**config.mk**
```make
export PLATFORM = sky130hd
export DESIGN_NAME = change_dispenser_flat
export DESIGN_NICKNAME = d
export VERILOG_FILES = /design/src/rtl/change_pkg.sv /design/src/rtl/change_dispenser_if.sv /design/src/rtl/bcd2_sub.sv /design/src/rtl/change_dispenser.sv /design/src/flat_wrapper.sv
export SDC_FILE = /design/constraint.sdc
export NUM_CORES = 1
export LEC_CHECK = 0
export BUFFER_PORTS_ARGS = -buffer_cell sky130_fd_sc_hd__buf_2
export CAP_MARGIN = 10
export CORE_AREA = 8 8 111 72
export DETAILED_ROUTE_END_ITERATION = 7
export DIE_AREA = 0 0 119 80
export GPL_TIMING_DRIVEN = 1
export PLACE_DENSITY_LB_ADDON = 0.25
export SETUP_SLACK_MARGIN = 0.02
export SYNTH_ARGS = -nofsm -noshare
export SYNTH_HDL_FRONTEND = slang
export SYNTH_SLANG_ARGS = --single-unit
```
**constraint.sdc**
```tcl
create_clock -name clk -period 6.1 [get_ports clk]
set_clock_uncertainty 0.05 [all_clocks]
set_input_delay 0.61 -clock clk [delete_from_list [all_inputs] [get_ports clk]]
set_output_delay 0.61 -clock clk [all_outputs]
set_load 0.05 [all_outputs]
```
**src/rtl/change_pkg.sv**
```systemverilog
// Shared encodings for the change dispenser: coins, coin values,
// error codes and FSM states.
package change_pkg;

  localparam logic [1:0] COIN_NONE = 2'b00;
  localparam logic [1:0] COIN_1    = 2'b01;
  localparam logic [1:0] COIN_5    = 2'b10;
  localparam logic [1:0] COIN_10   = 2'b11;

  localparam logic [3:0] VAL_1  = 4'd1;
  localparam logic [3:0] VAL_5  = 4'd5;
  // Ten as a packed two-digit BCD value.
  localparam logic [7:0] VAL_10 = 8'h10;

  localparam logic [1:0] ERR_NONE  = 2'b00;
  localparam logic [1:0] ERR_BCD   = 2'b01;
  localparam logic [1:0] ERR_STOCK = 2'b10;
  localparam logic [1:0] ERR_TMO   = 2'b11;

  localparam logic [1:0] ST_IDLE   = 2'd0;
  localparam logic [1:0] ST_SELECT = 2'd1;
  localparam logic [1:0] ST_OFFER  = 2'd2;
  localparam logic [1:0] ST_DONE   = 2'd3;

endpackage

```
**src/rtl/change_dispenser_if.sv**
```systemverilog
// Request, refill and coin-mechanism bundle of the change dispenser.
interface change_dispenser_if #(
  parameter int STOCK_W = 4
);
  logic               start;
  logic [3:0]         amount_tens;
  logic [3:0]         amount_ones;
  logic               refill_en;
  logic [1:0]         refill_type;
  logic [STOCK_W-1:0] refill_cnt;
  logic               coin_ack;
  logic               coin_valid;
  logic [1:0]         coin_type;
  logic               busy;
  logic               done;
  logic               err;
  logic [1:0]         err_code;
  logic [3:0]         rem_tens;
  logic [3:0]         rem_ones;
  logic [STOCK_W-1:0] stock_1;
  logic [STOCK_W-1:0] stock_5;
  logic [STOCK_W-1:0] stock_10;

  modport master (
    output start, amount_tens, amount_ones,
    output refill_en, refill_type, refill_cnt, coin_ack,
    input  coin_valid, coin_type, busy, done, err, err_code,
    input  rem_tens, rem_ones, stock_1, stock_5, stock_10
  );

  modport slave (
    input  start, amount_tens, amount_ones,
    input  refill_en, refill_type, refill_cnt, coin_ack,
    output coin_valid, coin_type, busy, done, err, err_code,
    output rem_tens, rem_ones, stock_1, stock_5, stock_10
  );
endinterface

```
**src/rtl/bcd2_sub.sv**
```systemverilog
// Two-digit BCD remainder minus one coin value; the caller
// guarantees the coin never exceeds the remainder.
module bcd2_sub
  import change_pkg::*;
(
  input  logic [3:0] i_tens,
  input  logic [3:0] i_ones,
  input  logic [1:0] i_coin,
  output logic [3:0] o_tens,
  output logic [3:0] o_ones
);

  always_comb begin
    o_tens = i_tens;
    o_ones = i_ones;
    unique case (i_coin)
      COIN_10: {o_tens, o_ones} = {i_tens, i_ones} - VAL_10;
      COIN_5: begin
        if (i_ones >= VAL_5) begin
          o_ones = i_ones - VAL_5;
        end else begin
          // ones + 10 - 5 with a borrow from tens
          o_ones = i_ones + VAL_5;
          o_tens = i_tens - 4'd1;
        end
      end
      COIN_1: begin
        if (i_ones != 4'd0) begin
          o_ones = i_ones - VAL_1;
        end else begin
          o_ones = 4'd9;
          o_tens = i_tens - 4'd1;
        end
      end
      default: ;
    endcase
  end

endmodule

```
**src/rtl/change_dispenser.sv**
```systemverilog
// Change dispenser: pays a BCD amount in 10/5/1 coins from
// refillable stock, one acknowledged coin offer at a time.
module change_dispenser
  import change_pkg::*;
#(
  parameter int ACK_TIMEOUT = 255,
  parameter int STOCK_W     = 4
) (
  input logic               clk,
  input logic               rst_n,
  change_dispenser_if.slave bus
);

  localparam int TW = $clog2(ACK_TIMEOUT + 1);

  logic [1:0]         r_state;
  logic [TW-1:0]      r_tmo;
  logic               r_valid;
  logic [1:0]         r_type;
  logic               r_busy;
  logic               r_done;
  logic               r_err;
  logic [1:0]         r_code;
  logic [3:0]         r_tens;
  logic [3:0]         r_ones;
  logic [STOCK_W-1:0] r_s1;
  logic [STOCK_W-1:0] r_s5;
  logic [STOCK_W-1:0] r_s10;

  logic [3:0] w_sub_tens;
  logic [3:0] w_sub_ones;
  logic       w_bad;
  logic       w_zero;
  logic       w_fit10;
  logic       w_fit5;
  logic       w_fit1;
  logic [1:0] w_sel;

  function automatic logic [STOCK_W-1:0] sat_add(
    input logic [STOCK_W-1:0] a,
    input logic [STOCK_W-1:0] b
  );
    logic [STOCK_W:0] s;
    s = {1'b0, a} + {1'b0, b};
    return s[STOCK_W] ? '1 : s[STOCK_W-1:0];
  endfunction

  bcd2_sub u_sub (
    .i_tens (r_tens),
    .i_ones (r_ones),
    .i_coin (r_type),
    .o_tens (w_sub_tens),
    .o_ones (w_sub_ones)
  );

  assign w_bad   = (bus.amount_tens > 4'd9)
                || (bus.amount_ones > 4'd9);
  assign w_zero  = (r_tens == 4'd0) && (r_ones == 4'd0);
  assign w_fit10 = (r_s10 != '0) && (r_tens != 4'd0);
  assign w_fit5  = (r_s5 != '0)
                && ((r_tens != 4'd0) || (r_ones >= VAL_5));
  assign w_fit1  = (r_s1 != '0) && !w_zero;

  // Largest coin that both fits the remainder and is in stock.
  assign w_sel = w_fit10 ? COIN_10 :
                 w_fit5  ? COIN_5  :
                 w_fit1  ? COIN_1  : COIN_NONE;

  always_ff @(posedge clk or negedge rst_n) begin
    if (!rst_n) begin
      r_state <= ST_IDLE;
      r_tmo   <= '0;
      r_valid <= 1'b0;
      r_type  <= COIN_NONE;
      r_busy  <= 1'b0;
      r_done  <= 1'b0;
      r_err   <= 1'b0;
      r_code  <= ERR_NONE;
      r_tens  <= 4'd0;
      r_ones  <= 4'd0;
      r_s1    <= '0;
      r_s5    <= '0;
      r_s10   <= '0;
    end else begin
      r_done <= 1'b0;
      r_err  <= 1'b0;
      unique case (r_state)
        ST_IDLE: begin
          if (bus.refill_en) begin
            unique case (bus.refill_type)
              COIN_1:  r_s1  <= sat_add(r_s1, bus.refill_cnt);
              COIN_5:  r_s5  <= sat_add(r_s5, bus.refill_cnt);
              COIN_10: r_s10 <= sat_add(r_s10, bus.refill_cnt);
              default: ;
            endcase
          end
          if (bus.start) begin
            if (w_bad) begin
              r_err  <= 1'b1;
              r_code <= ERR_BCD;
            end else begin
              r_tens  <= bus.amount_tens;
              r_ones  <= bus.amount_ones;
              r_code  <= ERR_NONE;
              r_busy  <= 1'b1;
              r_state <= ST_SELECT;
            end
          end
        end
        ST_SELECT: begin
          if (w_zero) begin
            r_done  <= 1'b1;
            r_state <= ST_DONE;
          end else if (w_sel != COIN_NONE) begin
            r_valid <= 1'b1;
            r_type  <= w_sel;
            r_tmo   <= '0;
            r_state <= ST_OFFER;
          end else begin
            r_err   <= 1'b1;
            r_code  <= ERR_STOCK;
            r_busy  <= 1'b0;
            r_state <= ST_IDLE;
          end
        end
        ST_OFFER: begin
          if (bus.coin_ack) begin
            r_tens  <= w_sub_tens;
            r_ones  <= w_sub_ones;
            r_valid <= 1'b0;
            r_type  <= COIN_NONE;
            r_state <= ST_SELECT;
            unique case (r_type)
              COIN_1:  r_s1  <= r_s1 - 1'b1;
              COIN_5:  r_s5  <= r_s5 - 1'b1;
              COIN_10: r_s10 <= r_s10 - 1'b1;
              default: ;
            endcase
          end else if (r_tmo == TW'(ACK_TIMEOUT - 1)) begin
            r_err   <= 1'b1;
            r_code  <= ERR_TMO;
            r_valid <= 1'b0;
            r_type  <= COIN_NONE;
            r_busy  <= 1'b0;
            r_state <= ST_IDLE;
          end else begin
            r_tmo <= r_tmo + 1'b1;
          end
        end
        ST_DONE: begin
          r_busy  <= 1'b0;
          r_state <= ST_IDLE;
        end
        default: r_state <= ST_IDLE;
      endcase
    end
  end

  assign bus.coin_valid = r_valid;
  assign bus.coin_type  = r_type;
  assign bus.busy       = r_busy;
  assign bus.done       = r_done;
  assign bus.err        = r_err;
  assign bus.err_code   = r_code;
  assign bus.rem_tens   = r_tens;
  assign bus.rem_ones   = r_ones;
  assign bus.stock_1    = r_s1;
  assign bus.stock_5    = r_s5;
  assign bus.stock_10   = r_s10;

endmodule
```
**src/flat_wrapper.sv**
```systemverilog
// flat-port wrapper written by rule: the top's interface ports become plain ports
module change_dispenser_flat import change_pkg::*;
#(
  parameter int ACK_TIMEOUT = 255,
  parameter int STOCK_W     = 4
)
  (clk, rst_n, bus_start, bus_amount_tens, bus_amount_ones, bus_refill_en, bus_refill_type, bus_refill_cnt, bus_coin_ack, bus_coin_valid, bus_coin_type, bus_busy, bus_done, bus_err, bus_err_code, bus_rem_tens, bus_rem_ones, bus_stock_1, bus_stock_5, bus_stock_10);
  change_dispenser_if #(.STOCK_W(STOCK_W)) bus_i ();
  input logic clk;
  input logic rst_n;
  input wire logic [$bits(bus_i.start)-1:0] bus_start;
  input wire logic [$bits(bus_i.amount_tens)-1:0] bus_amount_tens;
  input wire logic [$bits(bus_i.amount_ones)-1:0] bus_amount_ones;
  input wire logic [$bits(bus_i.refill_en)-1:0] bus_refill_en;
  input wire logic [$bits(bus_i.refill_type)-1:0] bus_refill_type;
  input wire logic [$bits(bus_i.refill_cnt)-1:0] bus_refill_cnt;
  input wire logic [$bits(bus_i.coin_ack)-1:0] bus_coin_ack;
  output wire logic [$bits(bus_i.coin_valid)-1:0] bus_coin_valid;
  output wire logic [$bits(bus_i.coin_type)-1:0] bus_coin_type;
  output wire logic [$bits(bus_i.busy)-1:0] bus_busy;
  output wire logic [$bits(bus_i.done)-1:0] bus_done;
  output wire logic [$bits(bus_i.err)-1:0] bus_err;
  output wire logic [$bits(bus_i.err_code)-1:0] bus_err_code;
  output wire logic [$bits(bus_i.rem_tens)-1:0] bus_rem_tens;
  output wire logic [$bits(bus_i.rem_ones)-1:0] bus_rem_ones;
  output wire logic [$bits(bus_i.stock_1)-1:0] bus_stock_1;
  output wire logic [$bits(bus_i.stock_5)-1:0] bus_stock_5;
  output wire logic [$bits(bus_i.stock_10)-1:0] bus_stock_10;
  assign bus_i.start = bus_start;
  assign bus_i.amount_tens = bus_amount_tens;
  assign bus_i.amount_ones = bus_amount_ones;
  assign bus_i.refill_en = bus_refill_en;
  assign bus_i.refill_type = bus_refill_type;
  assign bus_i.refill_cnt = bus_refill_cnt;
  assign bus_i.coin_ack = bus_coin_ack;
  assign bus_coin_valid = bus_i.coin_valid;
  assign bus_coin_type = bus_i.coin_type;
  assign bus_busy = bus_i.busy;
  assign bus_done = bus_i.done;
  assign bus_err = bus_i.err;
  assign bus_err_code = bus_i.err_code;
  assign bus_rem_tens = bus_i.rem_tens;
  assign bus_rem_ones = bus_i.rem_ones;
  assign bus_stock_1 = bus_i.stock_1;
  assign bus_stock_5 = bus_i.stock_5;
  assign bus_stock_10 = bus_i.stock_10;
  change_dispenser #(.ACK_TIMEOUT(ACK_TIMEOUT), .STOCK_W(STOCK_W)) u_core (.clk(clk), .rst_n(rst_n), .bus(bus_i));
endmodule
```
# --- Word-level counts from Yosys, hierarchy flattened ---
# Index checks and enable logic that the tools add are counted.
# W data, S select, Z words.
word_totals:
  reg_bits: 38
  in_bits: 19
  out_inout_bits: 28
  wordCells: 165
op_classes:
  add_sub_neg: 12
  order_cmp: 3
  n_eq_ne: 30
  muxes: 78
  n_reduce_logical: 29
op_table:
  columns: ["op", "count"]
  rows:
  - ["$mux W4", 25]
  - ["$pmux W4 S2", 5]
  - ["$mux W2", 16]
  - ["$mux W8", 4]
  - ["$ne A2 B2 Y1 const B", 14]
  - ["$reduce_and A5 Y1", 5]
  - ["$pmux W4 S3", 2]
  - ["$reduce_bool A4 Y1", 5]
  - ["$sub A4 B1 Y4 const B", 5]
  - ["$mux W1", 19]
  - ["$pmux W8 S2", 1]
  - ["$add A4 B4 Y5", 3]
  - ["$eq A2 B2 Y1 const B", 6]
  - ["$reduce_and A6 Y1", 2]
  - ["$add A8 B1 Y8 const B", 1]
  - ["$eq A8 B8 Y1 const B", 1]
  - ["$gt A4 B4 Y1 const B", 2]
  - ["$logic_not A4 Y1", 2]
  - ["$pmux W2 S4", 1]
  - ["$sub A8 B5 Y8 const B", 1]
  - ["$reduce_and A7 Y1", 1]
  - ["$eq A2 B1 Y1 const B", 3]
  - ["$ne A3 B3 Y1 const B", 2]
  - ["$pmux W2 S3", 1]
  - ["other kinds (18)", 25]

# --- Longest topological paths before layout ---
logic_depth:
  ltp_word: 11
  ltp_mapped: 9
  ltp_nobuf: 9

# --- Modules after synthesis ---
# A second synthesis with hierarchy kept.
unflattened:
  hier_cells: 361
  area_unflattened_um2: 3211.8
by_module_without_submodules:
  columns: ["mod", "n_inst", "cells_each", "area_each_um2", "seq_area_each_um2"]
  rows:
  - ["change_dispenser", 1, 294, 2698.8, 950.9]
  - ["bcd2_sub", 1, 67, 513.0, 0.0]

# --- Worst setup path before layout ---
# Ideal clock, no wire load.
synth_path:
  path_kind: "reg2reg"
  start: "reg u_core.r_ones[0] (netlist: u_core.bus.rem_ones[0])"
  end: "reg u_core.r_tmo[5]"
  setup_ps: 126
  arrival_time_ps: 2414
  required_ps: 5924
  slack_ps: 3510
  path_stages_with_launch: 10
  path_buffers: 1
  synth_period_minus_slack_ps: 2590
  path_cell_list: "dfrtp_1 -> inv_1 -> ha_1 -> nor3b_1 -> and3_1 -> a21oi_1 -> and2_4 -> buf_6 -> o21ai_2 -> a221o_1"
synth_between:
  elab_chain_len: 10
  elab_cells_between_ends: 14
  cone_classes: "1 x order compare; 2 x eq/ne; 3 x mux; 8 x reduce/logical"
synth_rtl:
  columns: ["element", "line_no", "source"]
  rows:
  - ["start, declared", "change_dispenser.sv:25", "logic [3:0] r_ones;"]
  - ["start signal, assigned", "change_dispenser.sv:103", "r_ones <= bus.amount_ones;"]
  - ["start signal, assigned", "change_dispenser.sv:129", "r_ones <= w_sub_ones;"]
  - ["parallel branches: the longest is 9 deep, another holds $ge A4 B3 Y1", null, null]
  - ["$reduce_and A5 Y1 (no line) (*)", null, null]
  - ["end signal, assigned", "change_dispenser.sv:147", "r_tmo <= r_tmo + 1'b1;"]
  - ["end, declared", "change_dispenser.sv:17", "logic [TW-1:0] r_tmo;"]
# Every way passes the cells marked *.
# A chain may end at the register's enable or synchronous reset.

# --- Worst setup path in the final report ---
layout_path:
  start: "reg u_core.r_state[0]"
  end: "reg u_core.r_s5[2] (netlist: u_core.bus.stock_5[2])"
layout_between:
  elab_chain_len: 3
  elab_cells_between_ends: 9
  cone_classes: "5 x eq/ne; 1 x mux; 3 x reduce/logical"
layout_rtl:
  columns: ["element", "line_no", "source"]
  rows:
  - ["start, declared", "change_dispenser.sv:16", "logic [1:0] r_state;"]
  - ["start signal, assigned", "change_dispenser.sv:71", "r_state <= ST_IDLE;"]
  - ["start signal, assigned", "change_dispenser.sv:106", "r_state <= ST_SELECT;"]
  - ["start signal, assigned", "change_dispenser.sv:113", "r_state <= ST_DONE;"]
  - ["$eq A2 B2 Y1 / $logic_not A2 Y1 (equally long branches)", "change_dispenser.sv:87", "unique case (r_state)"]
  - ["$ne A2 B2 Y1 (no line) / $reduce_bool A2 Y1 (equally long branches)", null, null]
  - ["$reduce_and A5 Y1 (no line)", null, null]
  - ["end signal, assigned", "change_dispenser.sv:92", "COIN_5: r_s5 <= sat_add(r_s5, bus.refill_cnt);"]
  - ["end signal, assigned", "change_dispenser.sv:135", "COIN_5: r_s5 <= r_s5 - 1'b1;"]
  - ["end, declared", "change_dispenser.sv:27", "logic [STOCK_W-1:0] r_s5;"]
# Several ways; a longest one is shown, not always the timed one.

==> impl_metrics.json <==
{
  "status": "finished clean",
  "first_global_vias": 2745,
  "ys_async_sr_fraction": 1.000,
  "syn_to_final_growth_pct": 12.03,
  "worstPathMaxFanout": 47,
  "grt_util_met1": 0.2555,
  "maxCapViolations": 0,
  "grt_pass1_wl_um": 13630,
  "crit_family": "compound AO/OA/AOI/OAI gates",
  "globalRouteTotalUtil": 0.1767,
  "avgSynthCellArea_um2": 8.805,
  "io_buffers": 46,
  "grtUsageMet3": 0.05367,
  "vias_per_cell": 5.969,
  "row_count": 23,
  "power_density_mw_per_mm2": 551.2,
  "cp_data_arrival_time_ns": 2.74,
  "cts_resized": 0,
  "final_max_slew_viol_count": 0,
  "drive_above_1_share": 0.1908,
  "core_mm2": 0.006417,
  "dp_hpwl_um": 6243,
  "grt_overflow": 0,
  "wl_per_cell_um": 17.08,
  "synth_enable_flop_cells": 0,
  "critPathLaunchType": "flop",
  "reg2reg_from": "u_core.r_state[0]",
  "post_cts_buffers": 0,
  "max_freq_mhz": 376.1,
  "setup_violations": 0,
  "synthesis.area_mm2": 0.003099,
  "ys_seq_elements": 38,
  "dp_slack_ns": 3.463,
  "numClockSinks": 38,
  "netlist_instances": 352,
  "ant_nets": 0,
  "synth.top_cells.by_area": "dfrtp_1 (31%), ha_1 (12%), o21ai_0 (5.7%)",
  "grt_max_degree": 48,
  "end_kind": "flop",
  "start_util": 0.4829,
  "ys_warn_count": 0,
  "tightest_slew_ns": 0.8712,
  "period_needed_ns": 2.659,
  "fin_nets": 445,
  "grt_busiest_layer": "met1",
  "num_vias": 2865,
  "fin_area_mm2": 0.003472,
  "hold_viol": 0,
  "gp_congestion": 0.8546,
  "synth.top_cell.area_share": 0.3068,
  "cts_tree": "yes",
  "met2_usage": 0.2496,
  "cp.required_ns": 6.18,
  "placed_area_mm2": 0.003390,
  "final.fill_count": 582,
  "ys_seq_area_frac": 0.3068,
  "rr_worst_depth": 9,
  "yosysTopAreaCell": "dfrtp_1",
  "r2r_end": "u_core.bus.stock_5[2]",
  "cts-hold-fix-buffers": 0,
  "post-route-drc-count": 0,
  "rsz0062_at_grt": "false",
  "insertedDiodeCount": 0,
  "synth_nets": 403,
  "clk_latency_ns": 0.29,
  "total_power_w": 0.001914,
  "max-vdd-ir-drop_mv": 0.3836,
  "drtIter0Drc": 206,
  "slew_headroom": 0.4192,
  "path_clk_slew_ns": 0.08,
  "die_area_mm2": 0.009520,
  "wirelength_um": 8197,
  "dieWidth_um": 119,
  "dr.pass1.iters": 5,
  "die_h_um": 80,
  "power_leakage_nw": 1.565,
  "cts_max_level": 2,
  "fin_crit_sh": 0.4359,
  "max-clock-path-buffers": 2,
  "max_stage_delay_ns": 0.63,
  "cp_cell_sequence": "inv_1 > ha_1 > buf_4 > or2_2 > o211ai_1 > a221oi_2 > nand3_1 > o21ai_0 > a221oi_1",
  "reg2reg_slack_ns": 3.44,
  "min_path_type": "input port to asynchronous set/reset pin",
  "worstSetupPathType": "flop to flop",
  "antenna_found_initial": 0,
  "crit_buf_inv": 2,
  "ys_types": 61,
  "dominantRegCellSynth": "dfrtp_1",
  "cts_inserted_buffers": 5,
  "final.setup.tns_ns": 0,
  "ioPinCount": 47,
  "cpMaxStageDelayCell": "a221oi_2",
  "root_buffer": "clkbuf_8",
  "setup_slack_ns": 3.441
}
[cells by family (layout without fill, tap and decap cells)]
family / after synthesis / count (layout) / synth area share
AO/OA/AOI/OAI: 115 / 115 / 0.2608
AND/OR/NAND/NOR: 113 / 113 / 0.1990
buffers and inverters: 40 / 81 / 0.05208
flip-flops: 38 / 38 / 0.3068
adder cells (fa/ha/maj): 32 / 32 / 0.1365
multiplexers: 9 / 9 / 0.03068
XOR/XNOR: 5 / 5 / 0.01413
[cells in the mapped netlist (all sizes together) (2+ instances only)]
cell type,instances
o2111ai,3
o311a,2
a31oi,2
a211o,3
or2,4
nor2,14
mux2i,5
clkbuf,7
and2,2
a22o,3
buf,5
ha,29
nor3b,5
nand2,28
or3b,3
o221ai,2
and4,2
a21o,4
o211ai,5
a221o,3
o21a,2
fa,3
nor4,2
and3,8
a221oi,5
nor3,13
o31ai,4
mux2,4
o21ai,36
xor2,4
nand2b,7
nand3,17
o22ai,7
inv,27
nor2b,5
dfrtp,38
a21oi,27
a311oi,3
[power breakdown]
| part | total (W) | internal [W] | switching (W) |
|---|---|---|---|
| registers | 0.000489 | 0.000347 | 0.000141 |
| clock network | 0.000178 | 0.0000873 | 0.0000908 |
| logic | 0.00125 | 0.000415 | 0.000832 |
[cells in the final DEF, fill, tap and decap left out, types with 4 or more instances in the layout]
cell / netlist / routed
o31ai_1: 4 / 4
a21oi_1: 26 / 26
o211ai_1: 5 / 5
a21o_1: 4 / 4
o21ai_0: 35 / 35
and3_1: 8 / 8
buf_2: 3 / 46
xor2_1: 4 / 4
inv_1: 27 / 27
nor3_1: 13 / 13
o22ai_1: 7 / 7
dfrtp_1: 38 / 38
clkbuf_8: 0 / 6
ha_1: 29 / 29
mux2i_1: 5 / 5
nor2b_1: 5 / 5
nand3_1: 17 / 17
nand2b_1: 6 / 6
nor2_1: 14 / 14
nand2_1: 27 / 27
[stage by stage]
stage | hold slack, ns | std cells | utilization
final | 0.3662 | 480 | 0.5410
after global placement | 0.4369 | 474 | 0.5282
after floorplan | 0.2644 | 352 | -
after CTS | 0.4257 | 480 | 0.5410
after detailed placement | 0.4449 | 474 | 0.5282
after global routing | 0.4637 | 480 | 0.5410
[sequential cells by signal, summed over array words and instances (netlist names)]
signal	flops
u_core.r_tmo	8
u_core.bus.rem_ones	4
u_core.bus.rem_tens	4
u_core.bus.stock_10	4
u_core.bus.stock_1	4
u_core.bus.stock_5	4
u_core.bus.coin_type	2
u_core.bus.err_code	2
u_core.r_state	2
u_core.bus.busy	1
u_core.bus.coin_valid	1
u_core.bus.done	1
u_core.bus.err	1
[metal layers]
metal	share of wire	wire length, µm	up-vias
li1	-	-	1387
met1	0.51	4216	1357
met2	0.39	3236	107
met3	0.081	664	14
met4	0.0096	79	0
met5	0	0	-
[worst reg2reg max path, cell delays in order, from the launching register on]
cell	delay, ns
dfrtp_1	0.41
inv_1	0.09
ha_1	0.17
buf_4	0.43
or2_2	0.22
o211ai_1	0.15
a221oi_2	0.64
nand3_1	0.14
o21ai_0	0.10
a221oi_1	0.09
[worst max path at each step]
stage	from	endpoint	slack, ns	cells after the start
after detailed placement	u_core.r_state[0]	u_core.bus.stock_5[2]	3.46	9
after global placement	u_core.r_state[0]	u_core.bus.stock_5[2]	3.55	9
after floorplan	u_core.bus.rem_ones[0]	u_core.r_tmo[5]	3.51	9
after CTS	u_core.r_state[0]	u_core.bus.stock_5[2]	3.45	9
final	u_core.r_state[0]	u_core.bus.stock_5[2]	3.44	9
after global routing	u_core.r_state[0]	u_core.bus.stock_5[2]	3.22	9
[cell type report]
type                       count  area, µm²  area share
sequential                    38      950.9      0.2739
inverter                      28      105.1     0.03027
multi-input combinational    274       1987      0.5723
tap                           87      108.9     0.03135
clock buffer                   6      82.58     0.02378
timing repair buffer          47      237.7     0.06847
Note: power is estimated with default switching activity, not from simulation.
